--- src/rtl/bomb_matrix_fuse_ctrl.sv ---
// bomb_matrix_fuse_ctrl: fuse/bomb animator for a multiplexed ROWSxCOLS red/green
// LED matrix, with start/defuse run control and a status readout.
//
// Ports:
//   clk        system clock (also the scan clock)
//   rst_n      synchronous active-low reset
//   start      level-sampled; begins burning from IDLE or DEFUSED
//   defuse     level-sampled; stops the burn while BURNING
//   hang       row select, active low, one-hot-zero (row 0 is the MSB)
//   red, gre   column drive, active high
//   state_o    0=IDLE 1=BURNING 2=EXPLODED 3=DEFUSED
//   fuse_left  unburnt fuse rows
//
// Optional feature: define BOMB_AUTO_RESTART_EN to go from EXPLODED straight back
// to BURNING (free-running demo loop) instead of to IDLE.
module bomb_matrix_fuse_ctrl #(
    parameter int unsigned ROWS          = 8,
    parameter int unsigned COLS          = 8,
    parameter int unsigned FUSE_ROWS     = 4,
    parameter int unsigned SCAN_DIV      = 1,
    parameter int unsigned TICK_DIV      = 5000,
    parameter int unsigned EXPLODE_TICKS = 4
) (
    input  logic                               clk,
    input  logic                               rst_n,
    input  logic                               start,
    input  logic                               defuse,
    output logic [ROWS-1:0]                    hang,
    output logic [COLS-1:0]                    red,
    output logic [COLS-1:0]                    gre,
    output logic [1:0]                         state_o,
    output logic [$clog2(FUSE_ROWS+1)-1:0]     fuse_left
);

    localparam int unsigned RW = $clog2(ROWS);
    localparam int unsigned SW = (SCAN_DIV > 1) ? $clog2(SCAN_DIV) : 1;
    localparam int unsigned TW = $clog2(TICK_DIV);
    localparam int unsigned EW = (EXPLODE_TICKS > 1) ? $clog2(EXPLODE_TICKS) : 1;
    localparam int unsigned FW = $clog2(FUSE_ROWS + 1);
    localparam int unsigned C0 = COLS / 2 - 1;
    localparam int unsigned C1 = COLS / 2;

    // Two centre columns, and the pair just outside them (bomb body sides).
    localparam logic [COLS-1:0] MID  = (COLS'(1) << C0) | (COLS'(1) << C1);
    localparam logic [COLS-1:0] RING = (COLS'(1) << (C0 - 1)) | (COLS'(1) << (C1 + 1));

    typedef enum logic [1:0] {
        ST_IDLE     = 2'd0,
        ST_BURNING  = 2'd1,
        ST_EXPLODED = 2'd2,
        ST_DEFUSED  = 2'd3
    } state_t;

    state_t          state;
    logic [RW-1:0]   row;
    logic [SW-1:0]   sdiv;
    logic [TW-1:0]   tcnt;
    logic [FW-1:0]   burnt;
    logic [EW-1:0]   ecnt;
    logic            flash;

    logic            timing_c;
    logic            tick_c;
    logic [COLS-1:0] shape_c;
    logic [COLS-1:0] row_red_c;
    logic [COLS-1:0] row_gre_c;
    logic [ROWS-1:0] row_sel_c;

    assign state_o = state;

    // Tick generation and the pattern for the row currently being scanned.
    always_comb begin
        timing_c  = (state == ST_BURNING) || (state == ST_EXPLODED);
        tick_c    = timing_c && (tcnt == TW'(TICK_DIV - 1));
        shape_c   = ((row == RW'(FUSE_ROWS)) || (row == RW'(ROWS - 1))) ? MID : RING;
        row_red_c = '0;
        row_gre_c = '0;
        if (state == ST_EXPLODED) begin
            row_red_c = flash ? '0 : '1;
        end else if (32'(row) < FUSE_ROWS) begin
            if (32'(row) >= 32'(burnt)) begin
                row_red_c = MID;
                row_gre_c = MID;
            end
        end else if (state == ST_DEFUSED) begin
            row_gre_c = shape_c;
        end else begin
            row_red_c = shape_c;
        end
        row_sel_c = ~(ROWS'(1) << (RW'(ROWS - 1) - row));
    end

    // Scan, tick counter and game FSM with registered outputs.
    always_ff @(posedge clk) begin
        if (!rst_n) begin
            state     <= ST_IDLE;
            row       <= '0;
            sdiv      <= '0;
            tcnt      <= '0;
            burnt     <= '0;
            ecnt      <= '0;
            flash     <= 1'b0;
            hang      <= '1;
            red       <= '0;
            gre       <= '0;
            fuse_left <= FW'(FUSE_ROWS);
        end else begin
            if (sdiv == SW'(SCAN_DIV - 1)) begin
                sdiv <= '0;
                row  <= (row == RW'(ROWS - 1)) ? '0 : row + RW'(1);
            end else begin
                sdiv <= sdiv + SW'(1);
            end
            hang <= row_sel_c;
            red  <= row_red_c;
            gre  <= row_gre_c;

            // Free-runs in timed states; state entries below force it back to 0.
            tcnt <= (timing_c && !tick_c) ? tcnt + TW'(1) : '0;

            case (state)
                ST_IDLE: begin
                    if (start) begin
                        state     <= ST_BURNING;
                        burnt     <= '0;
                        fuse_left <= FW'(FUSE_ROWS);
                        tcnt      <= '0;
                    end
                end
                ST_BURNING: begin
                    // Defuse beats a coincident tick, freezing burnt.
                    if (defuse) begin
                        state <= ST_DEFUSED;
                        tcnt  <= '0;
                    end else if (tick_c) begin
                        if (burnt == FW'(FUSE_ROWS)) begin
                            state <= ST_EXPLODED;
                            ecnt  <= '0;
                            flash <= 1'b0;
                        end else begin
                            burnt     <= burnt + FW'(1);
                            fuse_left <= FW'(FUSE_ROWS) - burnt - FW'(1);
                        end
                    end
                end
                ST_EXPLODED: begin
                    if (tick_c) begin
                        if (ecnt == EW'(EXPLODE_TICKS - 1)) begin
`ifdef BOMB_AUTO_RESTART_EN
                            state <= ST_BURNING;
`else
                            state <= ST_IDLE;
`endif
                            burnt     <= '0;
                            fuse_left <= FW'(FUSE_ROWS);
                        end else begin
                            ecnt  <= ecnt + EW'(1);
                        end
                        flash <= ~flash;
                    end
                end
                ST_DEFUSED: begin
                    if (start) begin
                        state     <= ST_BURNING;
                        burnt     <= '0;
                        fuse_left <= FW'(FUSE_ROWS);
                        tcnt      <= '0;
                    end
                end
                default: state <= ST_IDLE;
            endcase
        end
    end

endmodule

--- config.mk ---
export PLATFORM = sky130hd
export DESIGN_NAME = bomb_matrix_fuse_ctrl
export DESIGN_NICKNAME = d
export VERILOG_FILES = /design/src/rtl/bomb_matrix_fuse_ctrl.sv
export SDC_FILE = /design/constraint.sdc
export NUM_CORES = 1
export LEC_CHECK = 0
export ABC_AREA = 1
export CAP_MARGIN = 20
export CORE_MARGIN = 3
export CORE_UTILIZATION = 55
export CTS_CLUSTER_DIAMETER = 50
export DETAILED_ROUTE_END_ITERATION = 12
export GPL_TIMING_DRIVEN = 0
export MAX_ROUTING_LAYER = met4
export PLACE_DENSITY = 0.91
export REMOVE_ABC_BUFFERS = 1
export SLEW_MARGIN = 10
export SYNTH_ARGS = -nofsm -noshare
export SYNTH_HDL_FRONTEND = slang
export SYNTH_SLANG_ARGS = --single-unit
--- constraint.sdc ---
create_clock -name clk -period 3.87 [get_ports clk]
set_clock_uncertainty 0.05 [all_clocks]
set_input_delay 0.5805 -clock clk [delete_from_list [all_inputs] [get_ports clk]]
set_output_delay 0.5805 -clock clk [all_outputs]
set_load 0.1 [all_outputs]
# Word level (Yosys, flattened, before mapping)
# Index checks and enable logic that the tools add are counted.
word_totals:
  reg_bits: 52
  in_bits: 4
  out_inout_bits: 29
classes:
  addsub: 8
  order_cmp: 2
  eq_ne: 18
  n_shift: 1
  muxes: 45
  bitwise_logic: 3
  reduce_logical: 14
op_table:
  columns: ["operator", "n"]
  rows:
  - ["$mux 13", 3]
  - ["$mux 3", 13]
  - ["$mux 8", 4]
  - ["$pmux 13 s2", 1]
  - ["$mux 2", 11]
  - ["$mux 6", 3]
  - ["$pmux 3 s3", 2]
  - ["$add 13x1->13 const B", 1]
  - ["$eq 13x13->1 const B", 1]
  - ["$reduce_and 6->1", 2]
  - ["$ne 2x2->1 const B", 5]
  - ["$reduce_and 5->1", 2]
  - ["$eq 3x3->1 const B", 3]
  - ["$not 8->8", 1]
  - ["$shl 1x3->8 const A", 1]
  - ["$add 3x1->3 const B", 2]
  - ["$eq 2x2->1 const B", 3]
  - ["$ne 2x1->1 const B", 3]
  - ["$pmux 2 s3", 1]
  - ["$sub 3x3->3 const A", 2]
  - ["$mux 5", 1]
  - ["$mux 1", 4]
  - ["$pmux 2 s2", 1]
  - ["$reduce_or 2->1", 2]
  - ["16 further kinds", 19]

# Longest topological paths before layout
# Gate-level depths: netlist of run 1.
logic_depth:
  depth_word: 8
  depth_mapped: 12
  ltp_nobuf: 12

# Worst setup path after synthesis of run 1
# Ideal clock, no wire load.
synth_timing:
  path_type: "register to register"
  start: "register state[1], in the netlist state_o[1]"
  end: "register tcnt[8]"
  setup_time_ns: 0.124
  arrival_time_ns: 2.173
  t_required_ns: 3.696
  path_slack_ns: 1.523
  path_stages_with_launch: 9
  n_path_buf: 2
  synth_period_minus_slack_ns: 2.347
  path_cell_list: "dfxtp_1 inv_1 ha_1 buf_4 inv_1 nor2_1 o2111ai_2 buf_2 nor3_1"
synth_between:
  elab_chain_cells: 8
synth_lines:
  columns: ["element", "line", "text"]
  rows:
  - ["start, declared", "54", "state_t state;"]
  - ["start signal, assigned", "96", "state <= ST_IDLE;"]
  - ["start signal, assigned", "124", "state <= ST_BURNING;"]
  - ["start signal, assigned", "133", "state <= ST_DEFUSED;"]
  - ["$eq 2x1->1 or $eq 2x2->1 (tied branches)", "73, 121", null]
  - ["$logic_or 1x1->1", "73", "timing_c = (state == ST_BURNING) || (state == ST_EXPLODED);"]
  - ["$logic_and 1x1->1", "74", "tick_c = timing_c && (tcnt == TW'(TICK_DIV - 1));"]
  - ["$logic_not 1->1", "119", "tcnt <= (timing_c && !tick_c) ? tcnt + TW'(1) : '0;"]
  - ["$logic_and 1x1->1", "119", null]
  - ["$mux 13", "119", null]
  - ["$mux 13 (on tied branches)", "123, 163, 132", null]
  - ["$pmux 13 s2 (*)", "121", "case (state)"]
  - ["end signal, assigned", "119", null]
  - ["end, declared", "57", "logic [TW-1:0] tcnt;"]
# Mark *: on every way between the ends. The rest lies on a longest branch, timed or not.
# A chain may end at the register's enable or synchronous reset.

# Worst setup path in the final report of run 1
layout_timing:
  start: "register fuse_left[0]"
  end: "output fuse_left[0]"
layout_lines:
  columns: ["element", "line", "text"]
  rows:
  - ["start, declared", "32", "output logic [$clog2(FUSE_ROWS+1)-1:0] fuse_left"]
  - ["start signal, assigned", "106", "fuse_left <= FW'(FUSE_ROWS);"]
  - ["start signal, assigned", "126", "fuse_left <= FW'(FUSE_ROWS);"]
  - ["start signal, assigned", "142", "fuse_left <= FW'(FUSE_ROWS) - burnt - FW'(1);"]
# No word-level cell between the ends.

==> flow_metrics.env, run 1 <==
export IMPL_outcome="finished, final reports clean"
export IMPL_maxSlewHeadroom_pct=34.1
export IMPL_whs_endpoint="tcnt[0]"
export IMPL_worst_slew_pin_slew_ns=0.986
export IMPL_reg2regPathDepth=7
export IMPL_ys_seq_elements=40
export IMPL_grt_pass1_wl_um=6260
export IMPL_path_delay_family="buffers and inverters"
export IMPL_cts_tree="done"
export IMPL_hold_viol=0
export IMPL_clock_sinks=40
export IMPL_multi_input_area_um2=1030
export IMPL_wl_met2_um=1730
export IMPL_placed_cell_area_um2=2310
export IMPL_htree_num_levels=2
export IMPL_switchingPower_mw=0.833
export IMPL_clkTransAtPathRegs_ns=0.07
export IMPL_initial_core_util_pct=59.5
export IMPL_powerDensity_nw_per_um2=701
export IMPL_clock_latency_ns=0.29
export IMPL_core_um2=3490
export IMPL_worstReg2RegEnd="tcnt[11]"
export IMPL_cts_made_buffers=5
export IMPL_route_detailed_drc=0
export IMPL_cts_buffer_depth=2
export IMPL_final_area_um2=2420
export IMPL_port_buffers=28
export IMPL_avgSynthCellArea_um2=7.93
export IMPL_p_leak_nw=1.03
export IMPL_n_fill_cell=265
export IMPL_required_ns=3.24
export IMPL_min_period_over_period_pct=64.9
export IMPL_slowest_delay_ns=1.17
export IMPL_wl_met1_um=1760
export IMPL_hp_start="tcnt[0]"
export IMPL_dr_pass1_iters=4
export IMPL_synth_compound_area_share_pct=9.27
export IMPL_worst_ep_arrival_time_ns=1.88
export IMPL_synth_area_leaders="dfxtp_1 (39%), ha_1 (11%), nand2_1 (7.8%)"
export IMPL_final_seq_area_um2=801
export IMPL_max_freq_mhz=398
export IMPL_setup_viol=0
export IMPL_dr_wl_met3_um=126
export IMPL_gp_congestion=0.883
export IMPL_track_usage_pct=18.6
export IMPL_top_layer="met4"
export IMPL_slowest_stage="clkdlybuf4s50_1"
export IMPL_area_growth_pct=16.6
export IMPL_routed_via_density=4.95
export IMPL_cp_end_kind="output port"
export IMPL_rows=21
export IMPL_layout_common_cells="nand2_1 (43), dfxtp_1 (40), inv_1 (37), nor2_1 (34), clkdlybuf4s50_1 (28)"
export IMPL_ctsResizeCount=0
export IMPL_ctsHoldBuffers=0
export IMPL_place_hpwl_um=2830
export IMPL_seq_area_frac_synth_pct=38.5
export IMPL_ant_nets=0
export IMPL_ys_warn_count=0
export IMPL_ir_drop_uv=444
export IMPL_cp_num_buf_inv=1
export IMPL_die_w_um=67.5
export IMPL_hp_class="reg -> reg"
export IMPL_n_antenna_cell=0
export IMPL_fin_setup_tns_ns=0
export IMPL_worstSetupPathType="reg -> out"
export IMPL_fin_crit_ns=2.51
export IMPL_drtIter0Drc=110
export IMPL_yosysTopAreaCellShare_pct=38.5
export IMPL_r2r_slack_ns=1.87
export IMPL_syn_area_um2=2080
export IMPL_crit_fanout=5
export IMPL_io_pins=33
export IMPL_maxCapViolations=0
export IMPL_p_seq_share_pct=29.9
export IMPL_synthXorXnorAreaFrac_pct=2.53
export IMPL_grt_overflow_total=0
export IMPL_p_sw_share_pct=49.1
export IMPL_die_area_um2=4550
export IMPL_finalMaxSlewViolations=0
export IMPL_p_int_mw=0.864
export IMPL_hold_depth=1
export IMPL_grt_start_max_net_pins=20
export IMPL_grt_pass1_vias=1546
export IMPL_drive_above_1_share_pct=8.42
export IMPL_synthMuxAreaShare_pct=0
export IMPL_wl_per_cell_um=11.1
export IMPL_yosys_area_share_simple_pct=25.8
export IMPL_rsz0062_at_grt="no"
export IMPL_fin_nets=306
export IMPL_final_common_cell="nand2_1"
export IMPL_die_y_um=67.5
export IMPL_cts_setup_buffers=0
export IMPL_clock_power_share_pct=19.6
export IMPL_yosys_area_share_adder_pct=10.8
export IMPL_startpoint_type="flip-flop"
export IMPL_timing_rr_start="state_o[1]"
export IMPL_synth_cell_type_count=34
export IMPL_vias=1639
export IMPL_cp_cell_sequence="clkdlybuf4s50_1"
export IMPL_wl_um=3680
export IMPL_ctsRootBufferMaster="clkbuf_8"
export IMPL_power_frac_comb_pct=50.4
export IMPL_yosysTopAreaCell="dfxtp_1"
export IMPL_netlist_instances=262
export IMPL_antenna_found_initial=0
export IMPL_synth_top_family_by_area="simple AND/OR/NAND/NOR gates"
layout make-up:
cell class / count / area share [%]
Clock buffer: 5 / 2.84
Clock inverter: 3 / 1.76
Inverter: 39 / 6.04
Multi-Input combinational cell: 170 / 42.4
Sequential cell: 40 / 33.1
Tap cell: 46 / 2.38
Timing Repair Buffer: 28 / 11.6
registers in the layout, summed over array words and instances (netlist names):
register and flops:
tcnt 13, hang 8, fuse_left 3, red 3, row 3, burnt 2
ecnt 2, gre 2, state_o 2, flash 1, sdiv 1
synthesized netlist by cell type, drive strengths merged:
master and instances:
buf 16, and2 1, nand3 13, xnor2 2, nand2 45, ha 18, nor4 2, and3 1
o31ai 1, nor3 2, conb 1, o2111ai 1, xor2 4, nor2 37, a31oi 1, dfxtp 40
o21ai 7, nor3b 4, nand4 5, inv 39, or2 2, a31o 1, a21oi 16, a211oi 2
clkbuf 1
power groups by stage:
stage	Sequential, mW	Combinational, mW	Clock [mW]
2_1_floorplan	0.900	0.295	0
3_3_place_gp	0.515	0.835	0
3_5_place_dp	0.517	0.855	0
4_1_cts	0.508	0.856	0.339
5_1_grt	0.516	0.918	0.353
6_report	0.508	0.856	0.333
worst max-delay path by stage:
| stage | start | to | slack [ns] | depth (start not counted) |
|---|---|---|---|---|
| 2_1_floorplan | red[6] | red[0] | 0.40 | 0 |
| 3_3_place_gp | rst_n | tcnt[11] | 1.30 | 4 |
| 3_5_place_dp | rst_n | tcnt[11] | 1.30 | 4 |
| 4_1_cts | fuse_left[0] | fuse_left[0] | 1.34 | 1 |
| 5_1_grt | fuse_left[0] | fuse_left[0] | 1.31 | 1 |
| 6_report | fuse_left[0] | fuse_left[0] | 1.36 | 1 |
layer usage:
layer	vias to the layer above	track usage [%]
met2	31	30.6
li1	854	-
met5	-	-
met4	0	8.35
met3	5	4.66
met1	749	21.2
worst register-to-register path, stage by stage (launching register included):
cell,delay (ns)
dfxtp_1,0.36
inv_1,0.08
ha_1,0.38
inv_1,0.16
nor2_1,0.19
o2111ai_2,0.37
a21oi_1,0.23
and2_1,0.14
through the flow:
stage	total power [mW]	util [%]	setup WS (ns)	hold slack [ns]	cells
after global routing	1.79	69.3	1.31	0.446	331
after detailed placement	1.37	66.1	1.30	0.405	323
final	1.70	69.3	1.36	0.421	331
after floorplan	1.20	-	0.398	0.380	249
after CTS	1.70	69.3	1.34	0.419	331
after global placement	1.35	66.1	1.30	0.389	323
cells by family (layout without fill, tap and decap cells):
kind of cell | after synthesis | after routing
XOR/XNOR | 6 | 6
flip-flops | 40 | 40
AO/OA/AOI/OAI | 29 | 29
other | 1 | 5
AND/OR/NAND/NOR | 112 | 112
adder cells (fa/ha/maj) | 18 | 18
buffers and inverters | 56 | 75
Note: power is estimated with default switching activity, not from simulation.
==> run 2: changes to the inputs <==
- CORE_UTILIZATION: 55 -> 48
- PLACE_DENSITY: 0.91 -> 0.85
- clock period: 3.87 -> 2.2 ns (I/O delays scaled with it)
==> run 2 against run 1 <==
  * Register-to-register slack got worse by 1.7 ns
  * Largest cell class unchanged
  * Critical path depth unchanged
  * Largest power group unchanged
  * Routed wire length is 1.3% higher
  * Sequential power is 75% higher
  * Combinational power is 76% higher
  * Critical path type unchanged
  * Cell count grew 1.2%
  * Worst hold slack worse by 0.0065 ns
  * Global-route usage down 2.1 points
  * Power increased by 77%
  * Critical endpoint is now fuse_left[2]
  * Via count rose by 1.9%
  * First-iteration DRC count increased by 27%
==> flow_metrics.env, run 2 (synthesized netlist as in run 1, its figures left out) <==
export IMPL_cts_made_buffers=5
export IMPL_finalMaxSlewViolations=0
export IMPL_grtUsageMet3_pct=4.77
export IMPL_max_freq_mhz=465
export IMPL_crit_fanout=2
export IMPL_grt_overflow_total=0
export IMPL_timing_rr_start="state_o[1]"
export IMPL_route_detailed_drc=0
export IMPL_drive_above_1_share_pct=8.42
export IMPL_placed_cell_area_um2=2320
export IMPL_gp_congestion=0.827
export IMPL_hp_start="flash"
export IMPL_cts_tree="done"
export IMPL_cp_cell_sequence="clkdlybuf4s50_1"
export IMPL_met2_usage_pct=25.7
export IMPL_cp_end_kind="output port"
export IMPL_antenna_found_initial=0
export IMPL_final_area_um2=2450
export IMPL_final_common_cell="nand2_1"
export IMPL_slowest_delay_ns=1.13
export IMPL_ant_nets=0
export IMPL_ir_drop_uv=835
export IMPL_startpoint="fuse_left[2]"
export IMPL_clkTransAtPathRegs_ns=0.08
export IMPL_fin_nets=306
export IMPL_min_period_over_period_pct=97.8
export IMPL_maxSlewHeadroom_pct=35.0
export IMPL_place_hpwl_um=2720
export IMPL_use_met1_pct=20.1
export IMPL_largest_register="tcnt"
export IMPL_cp_num_buf_inv=1
export IMPL_worstSetupPathType="reg -> out"
export IMPL_slowest_stage="clkdlybuf4s50_1"
export IMPL_reg2regPathDepth=7
export IMPL_rsz0062_at_grt="no"
export IMPL_worstReg2RegEnd="tcnt[11]"
export IMPL_vias=1670
export IMPL_hold_viol=0
export IMPL_io_pins=33
export IMPL_r2r_slack_ns=0.22
export IMPL_powerDensity_nw_per_um2=1220
export IMPL_setup_viol=0
export IMPL_die_area_um2=5160
export IMPL_timing_final_ws_setup_ns=0.0484
export IMPL_core_um2=4090
export IMPL_fin_crit_ns=2.15
export IMPL_area_growth_pct=17.8
export IMPL_worst_slew_pin_slew_ns=0.974
export IMPL_port_buffers=28
export IMPL_startpoint_type="flip-flop"
export IMPL_wl_per_cell_um=11.1
export IMPL_outcome="finished, final reports clean"
export IMPL_post_place_ws_ns=-0.117
export IMPL_cts_setup_buffers=0
export IMPL_cts_buffer_depth=2
export IMPL_track_usage_pct=16.5
export IMPL_worst_ep_arrival_time_ns=1.77
export IMPL_hold_depth=2
export IMPL_die_y_um=71.8
export IMPL_layout_common_cells="nand2_1 (43), dfxtp_1 (40), inv_1 (37), nor2_1 (34), clkdlybuf4s50_1 (20)"
export IMPL_ctsRootBufferMaster="clkbuf_8"
export IMPL_routed_via_density=4.99
export IMPL_maxCapViolations=0
export IMPL_grt_pass1_wl_um=6620
export IMPL_clock_latency_ns=0.30
export IMPL_dr_pass1_iters=4
export IMPL_p_leak_nw=1.13
export IMPL_path_delay_family="buffers and inverters"
export IMPL_rows=23
export IMPL_hp_class="reg -> reg"
export IMPL_required_ns=1.82
export IMPL_initial_core_util_pct=50.9
export IMPL_grt_start_max_net_pins=20
export IMPL_htree_num_levels=2
export IMPL_die_w_um=71.8
export IMPL_reg_top3="tcnt x13, hang x8"
export IMPL_n_antenna_cell=0
export IMPL_whs_endpoint="flash"
export IMPL_drtIter0Drc=140
export IMPL_grt_pass1_vias=1569
export IMPL_grt_busiest_layer="met2"
export IMPL_wl_um=3730
export IMPL_largest_reg_flops=13
export IMPL_clock_sinks=40
run 2: cell count changes in the layout (fill, tap and decap cells not counted):
cell,change
clkdlybuf4s50_1,-8
dlymetal6s2s_1,+5
o2111ai_2,-1
o2111ai_4,+1
dlygate4sd2_1,+3
run 2: routing by layer:
layer	share of wire (%)	wire length, µm	up-vias
li1	-	-	853
met1	46	1700	752
met2	47	1740	55
met3	6.0	222	10
met4	1.8	68	0
met5	0	0	-
run 2: layout make-up:
| cell class | instances | area [µm²] |
|---|---|---|
| tap | 50 | 62.6 |
| inverter | 39 | 146 |
| clock buffer | 5 | 68.8 |
| clock inverter | 3 | 42.5 |
| sequential | 40 | 801 |
| timing repair buffer | 28 | 289 |
| fill | 351 | 1640 |
| multi-input combinational | 170 | 1040 |
run 2: repair_timing:
item,CTS,global route
hold buffers,0,0
resized for setup,3,6
setup endpoints to repair,3,6
run 2: tightest hold or removal path, stage by stage, from the launching register on:
cell	delay (ns)
dfxtp_1	0.31
nand2_1	0.06
a21oi_1	0.05
run 2: stage by stage:
step / setup TNS, ns / utilization (%) / hold WS (ns) / cells / power [mW]
global placement: -0.296 / 56.7 / 0.394 / 327 / 2.37
detailed placement: -0.314 / 56.7 / 0.402 / 327 / 2.42
global route: 0 / 59.9 / 0.439 / 335 / 3.17
floorplan: -7.00 / - / 0.349 / 249 / 2.10
CTS: 0 / 59.3 / 0.414 / 335 / 3.01
finish: 0 / 59.9 / 0.414 / 335 / 3.00
run 2: worst max path at each step:
| stage | to | slack, ns | depth (start not counted) |
|---|---|---|---|
| floorplan | red[0] | -1.02 | 0 |
| global placement | tcnt[11] | -0.12 | 4 |
| detailed placement | tcnt[11] | -0.12 | 4 |
| CTS | red[6] | 0.008 | 1 |
| global route | gre[5] | 0.005 | 1 |
| finish | fuse_left[2] | 0.05 | 1 |
run 2: where the power goes:
group | leakage, nW | internal, mW | switching, mW
registers | 0.327 | 0.820 | 0.0710
logic | 0.745 | 0.354 | 1.15
clock network | 0.0541 | 0.336 | 0.264
==> run 3: changes to the inputs <==
- ABC_AREA: 1 -> unset
- CORE_MARGIN: 3 -> 1
- CORE_UTILIZATION: 48 -> 47
- PLACE_DENSITY: 0.85 -> 0.84
==> run 3 against run 2 <==
  * Global-route usage up 2.2 points
  * Die area down 14%
  * Cell area down 2.2%
  * Clock-buffer cell count unchanged
  * Utilization down 0.052 points
  * Cell count down 12%
  * Register-to-register slack worse by 0.19 ns
  * Worst hold slack worse by 0.051 ns
==> flow_metrics.env, run 3 <==
export IMPL_synth_area_leaders="dfxtp_1 (41%), ha_1 (11%), nor2_1 (5.0%)"
export IMPL_cts_buffer_depth=2
export IMPL_synthMuxAreaShare_pct=1.53
export IMPL_wl_per_cell_um=12.9
export IMPL_rows=23
export IMPL_layout_common_cells="dfxtp_1 (38), nor2_1 (25), clkdlybuf4s50_1 (19), ha_1 (18), nand2_1 (16)"
export IMPL_hold_viol=0
export IMPL_grt_pass1_wl_um=6120
export IMPL_cts_tree="done"
export IMPL_route_detailed_drc=0
export IMPL_dr_pass1_iters=4
export IMPL_n_antenna_cell=0
export IMPL_cts_made_buffers=5
export IMPL_htree_num_levels=2
export IMPL_ctsRootBufferMaster="clkbuf_8"
export IMPL_reg2regPathDepth=5
export IMPL_r2r_slack_ns=0.03
export IMPL_utilization_pct=59.8
export IMPL_grt_pass1_vias=1339
export IMPL_cp_endpoint="ecnt[0]"
export IMPL_maxSlewHeadroom_pct=34.9
export IMPL_fin_nets=267
export IMPL_switchingPower_mw=0.868
export IMPL_cp_end_kind="flip-flop"
export IMPL_track_usage_pct=18.6
export IMPL_hp_class="in -> reg"
export IMPL_worstSetupPathType="reg -> reg"
export IMPL_largest_reg_flops=13
export IMPL_synth_compound_area_share_pct=10.9
export IMPL_ant_nets=0
export IMPL_ctsHoldBuffers=0
export IMPL_multi_input_area_um2=1030
export IMPL_async_flop_share_pct=0
export IMPL_p_leak_nw=0.972
export IMPL_clkTransAtPathRegs_ns=0.09
export IMPL_yosys_area_share_adder_pct=11.5
export IMPL_maxCapViolations=0
export IMPL_setup_viol=0
export IMPL_avgSynthCellArea_um2=8.98
export IMPL_drtIter0Drc=87
export IMPL_gp_congestion=0.854
export IMPL_max_freq_mhz=462
export IMPL_fin_crit_ns=2.17
export IMPL_timing_rr_start="tcnt[4]"
export IMPL_synth_edf_count=0
export IMPL_slowest_delay_ns=0.59
export IMPL_p_seq_share_pct=37.3
export IMPL_yosysTopAreaCell="dfxtp_1"
export IMPL_post_place_ws_ns=-0.469
export IMPL_clock_latency_ns=0.29
export IMPL_finalMaxSlewViolations=0
export IMPL_core_um2=4000
export IMPL_syn_area_um2=1970
export IMPL_synth_top_family_by_area="simple AND/OR/NAND/NOR gates"
export IMPL_startpoint="tcnt[4]"
export IMPL_vias=1582
export IMPL_port_buffers=28
export IMPL_cp_cell_sequence="or4_4 -> nor4_4 -> nand2_2 -> or4b_1 -> a31oi_1"
export IMPL_clock_sinks=40
export IMPL_yosysTopAreaCellShare_pct=40.7
export IMPL_ys_flop_type="dfxtp_1"
export IMPL_grt_overflow_total=0
export IMPL_netlist_instances=219
export IMPL_worst_slew_pin_slew_ns=0.973
export IMPL_worstReg2RegEnd="ecnt[0]"
export IMPL_drive_above_1_share_pct=9.76
export IMPL_seq_area_frac_synth_pct=40.7
export IMPL_powerDensity_nw_per_um2=892
export IMPL_final_common_cell="dfxtp_1"
export IMPL_ys_seq_elements=40
export IMPL_die_area_um2=4440
export IMPL_die_w_um=66.7
export IMPL_clock_power_share_pct=28.4
export IMPL_rsz0062_at_grt="yes"
export IMPL_ys_warn_count=0
export IMPL_required_ns=2.37
export IMPL_timing_final_ws_setup_ns=0.0347
export IMPL_place_hpwl_um=2490
export IMPL_initial_core_util_pct=49.1
export IMPL_area_growth_pct=21.8
export IMPL_final_seq_area_um2=803
export IMPL_yosysMostFrequentCell="dfxtp_1"
export IMPL_die_y_um=66.7
export IMPL_reg_top3="tcnt x13, hang x8"
export IMPL_startpoint_type="flip-flop"
export IMPL_io_pins=33
export IMPL_worst_ep_arrival_time_ns=2.33
export IMPL_p_sw_share_pct=40.7
export IMPL_timing_hold_ws_ns=0.363
export IMPL_min_period_over_period_pct=98.4
export IMPL_outcome="finished, final reports clean"
export IMPL_slowest_stage="or4_4"
export IMPL_p_int_mw=1.27
export IMPL_routed_via_density=5.34
export IMPL_wl_um=3820
export IMPL_largest_register="tcnt"
export IMPL_grt_start_max_net_pins=17
export IMPL_ir_drop_uv=432
export IMPL_synth_cell_type_count=41
export IMPL_synth_top_cells_by_count="dfxtp_1 (40), nor2_1 (26), ha_1 (18)"
export IMPL_crit_fanout=5
export IMPL_antenna_found_initial=0
export IMPL_power_frac_comb_pct=34.2
export IMPL_n_fill_cell=334
export IMPL_yosys_area_share_simple_pct=21.5
export IMPL_synthXorXnorAreaFrac_pct=4.90
[run 3: metal layers]
metal	wire (µm)	part of all wire (%)	vias up	GRT usage (%)
li1	-	-	791	-
met1	1720	45	725	22.8
met2	1820	48	58	29.3
met3	218	5.7	8	4.97
met4	56	1.5	0	6.91
met5	0	0	-	-
[run 3: layout make-up]
type / instances / area share (%)
Sequential cell: 40 / 33.6
Inverter: 15 / 2.35
Timing Repair Buffer: 34 / 13.7
Tap cell: 50 / 2.61
Multi-Input combinational cell: 149 / 42.9
Clock buffer: 5 / 2.88
Clock inverter: 3 / 1.93
[run 3: repair_timing]
item / 4_1_cts / 5_1_grt
hold endpoints to repair: 0 / 0
buffers inserted: 0 / 6
gates cloned: 0 / 0
setup endpoints to repair: 18 / 27
pin swaps: 0 / 4
resized for setup: 5 / 11
[run 3: cells by family (layout without fill, tap and decap cells)]
kind of cell	count (synthesis)	in the layout
buffers and inverters	34	57
multiplexers	3	3
XOR/XNOR	11	11
adder cells (fa/ha/maj)	18	18
AO/OA/AOI/OAI	32	32
flip-flops	40	40
AND/OR/NAND/NOR	80	80
other	1	5
[run 3: critical path, delay by kind of cell, from the launching register on]
kind,cells,cell delay (ns)
DFF,1,0.35
and+or+nand+nor,4,1.54
AOI/OAI and AO/OA,1,0.16
[run 3: how the worst min path moves through the flow]
stage          startpoint  endpoint  slack [ns]  cells after the start
6_report            rst_n   hang[4]        0.36                      2
3_5_place_dp      tcnt[0]   tcnt[0]        0.40                      1
5_1_grt             rst_n   hang[0]        0.38                      2
2_1_floorplan       rst_n   hang[4]        0.35                      1
4_1_cts           ecnt[1]   ecnt[1]        0.42                      2
3_3_place_gp      tcnt[0]   tcnt[0]        0.40                      1
[run 3: power by group through the flow]
stage / registers, mW / logic (mW) / clock network, mW
after floorplan: 1.11 / 0.275 / 0
after global placement: 0.810 / 0.713 / 0
after detailed placement: 0.813 / 0.723 / 0
after CTS: 0.795 / 0.723 / 0.624
after global routing: 0.802 / 0.775 / 0.655
final: 0.798 / 0.731 / 0.608
[run 3: through the flow]
step | setup TNS [ns] | cells | area, µm² | total power [mW]
floorplan | -12.29 | 204 | 1860 | 1.38
global placement | -6.23 | 282 | 2210 | 1.52
detailed placement | -6.32 | 282 | 2210 | 1.54
CTS | 0 | 290 | 2330 | 2.14
global route | -0.114 | 296 | 2390 | 2.23
finish | 0 | 296 | 2390 | 2.14
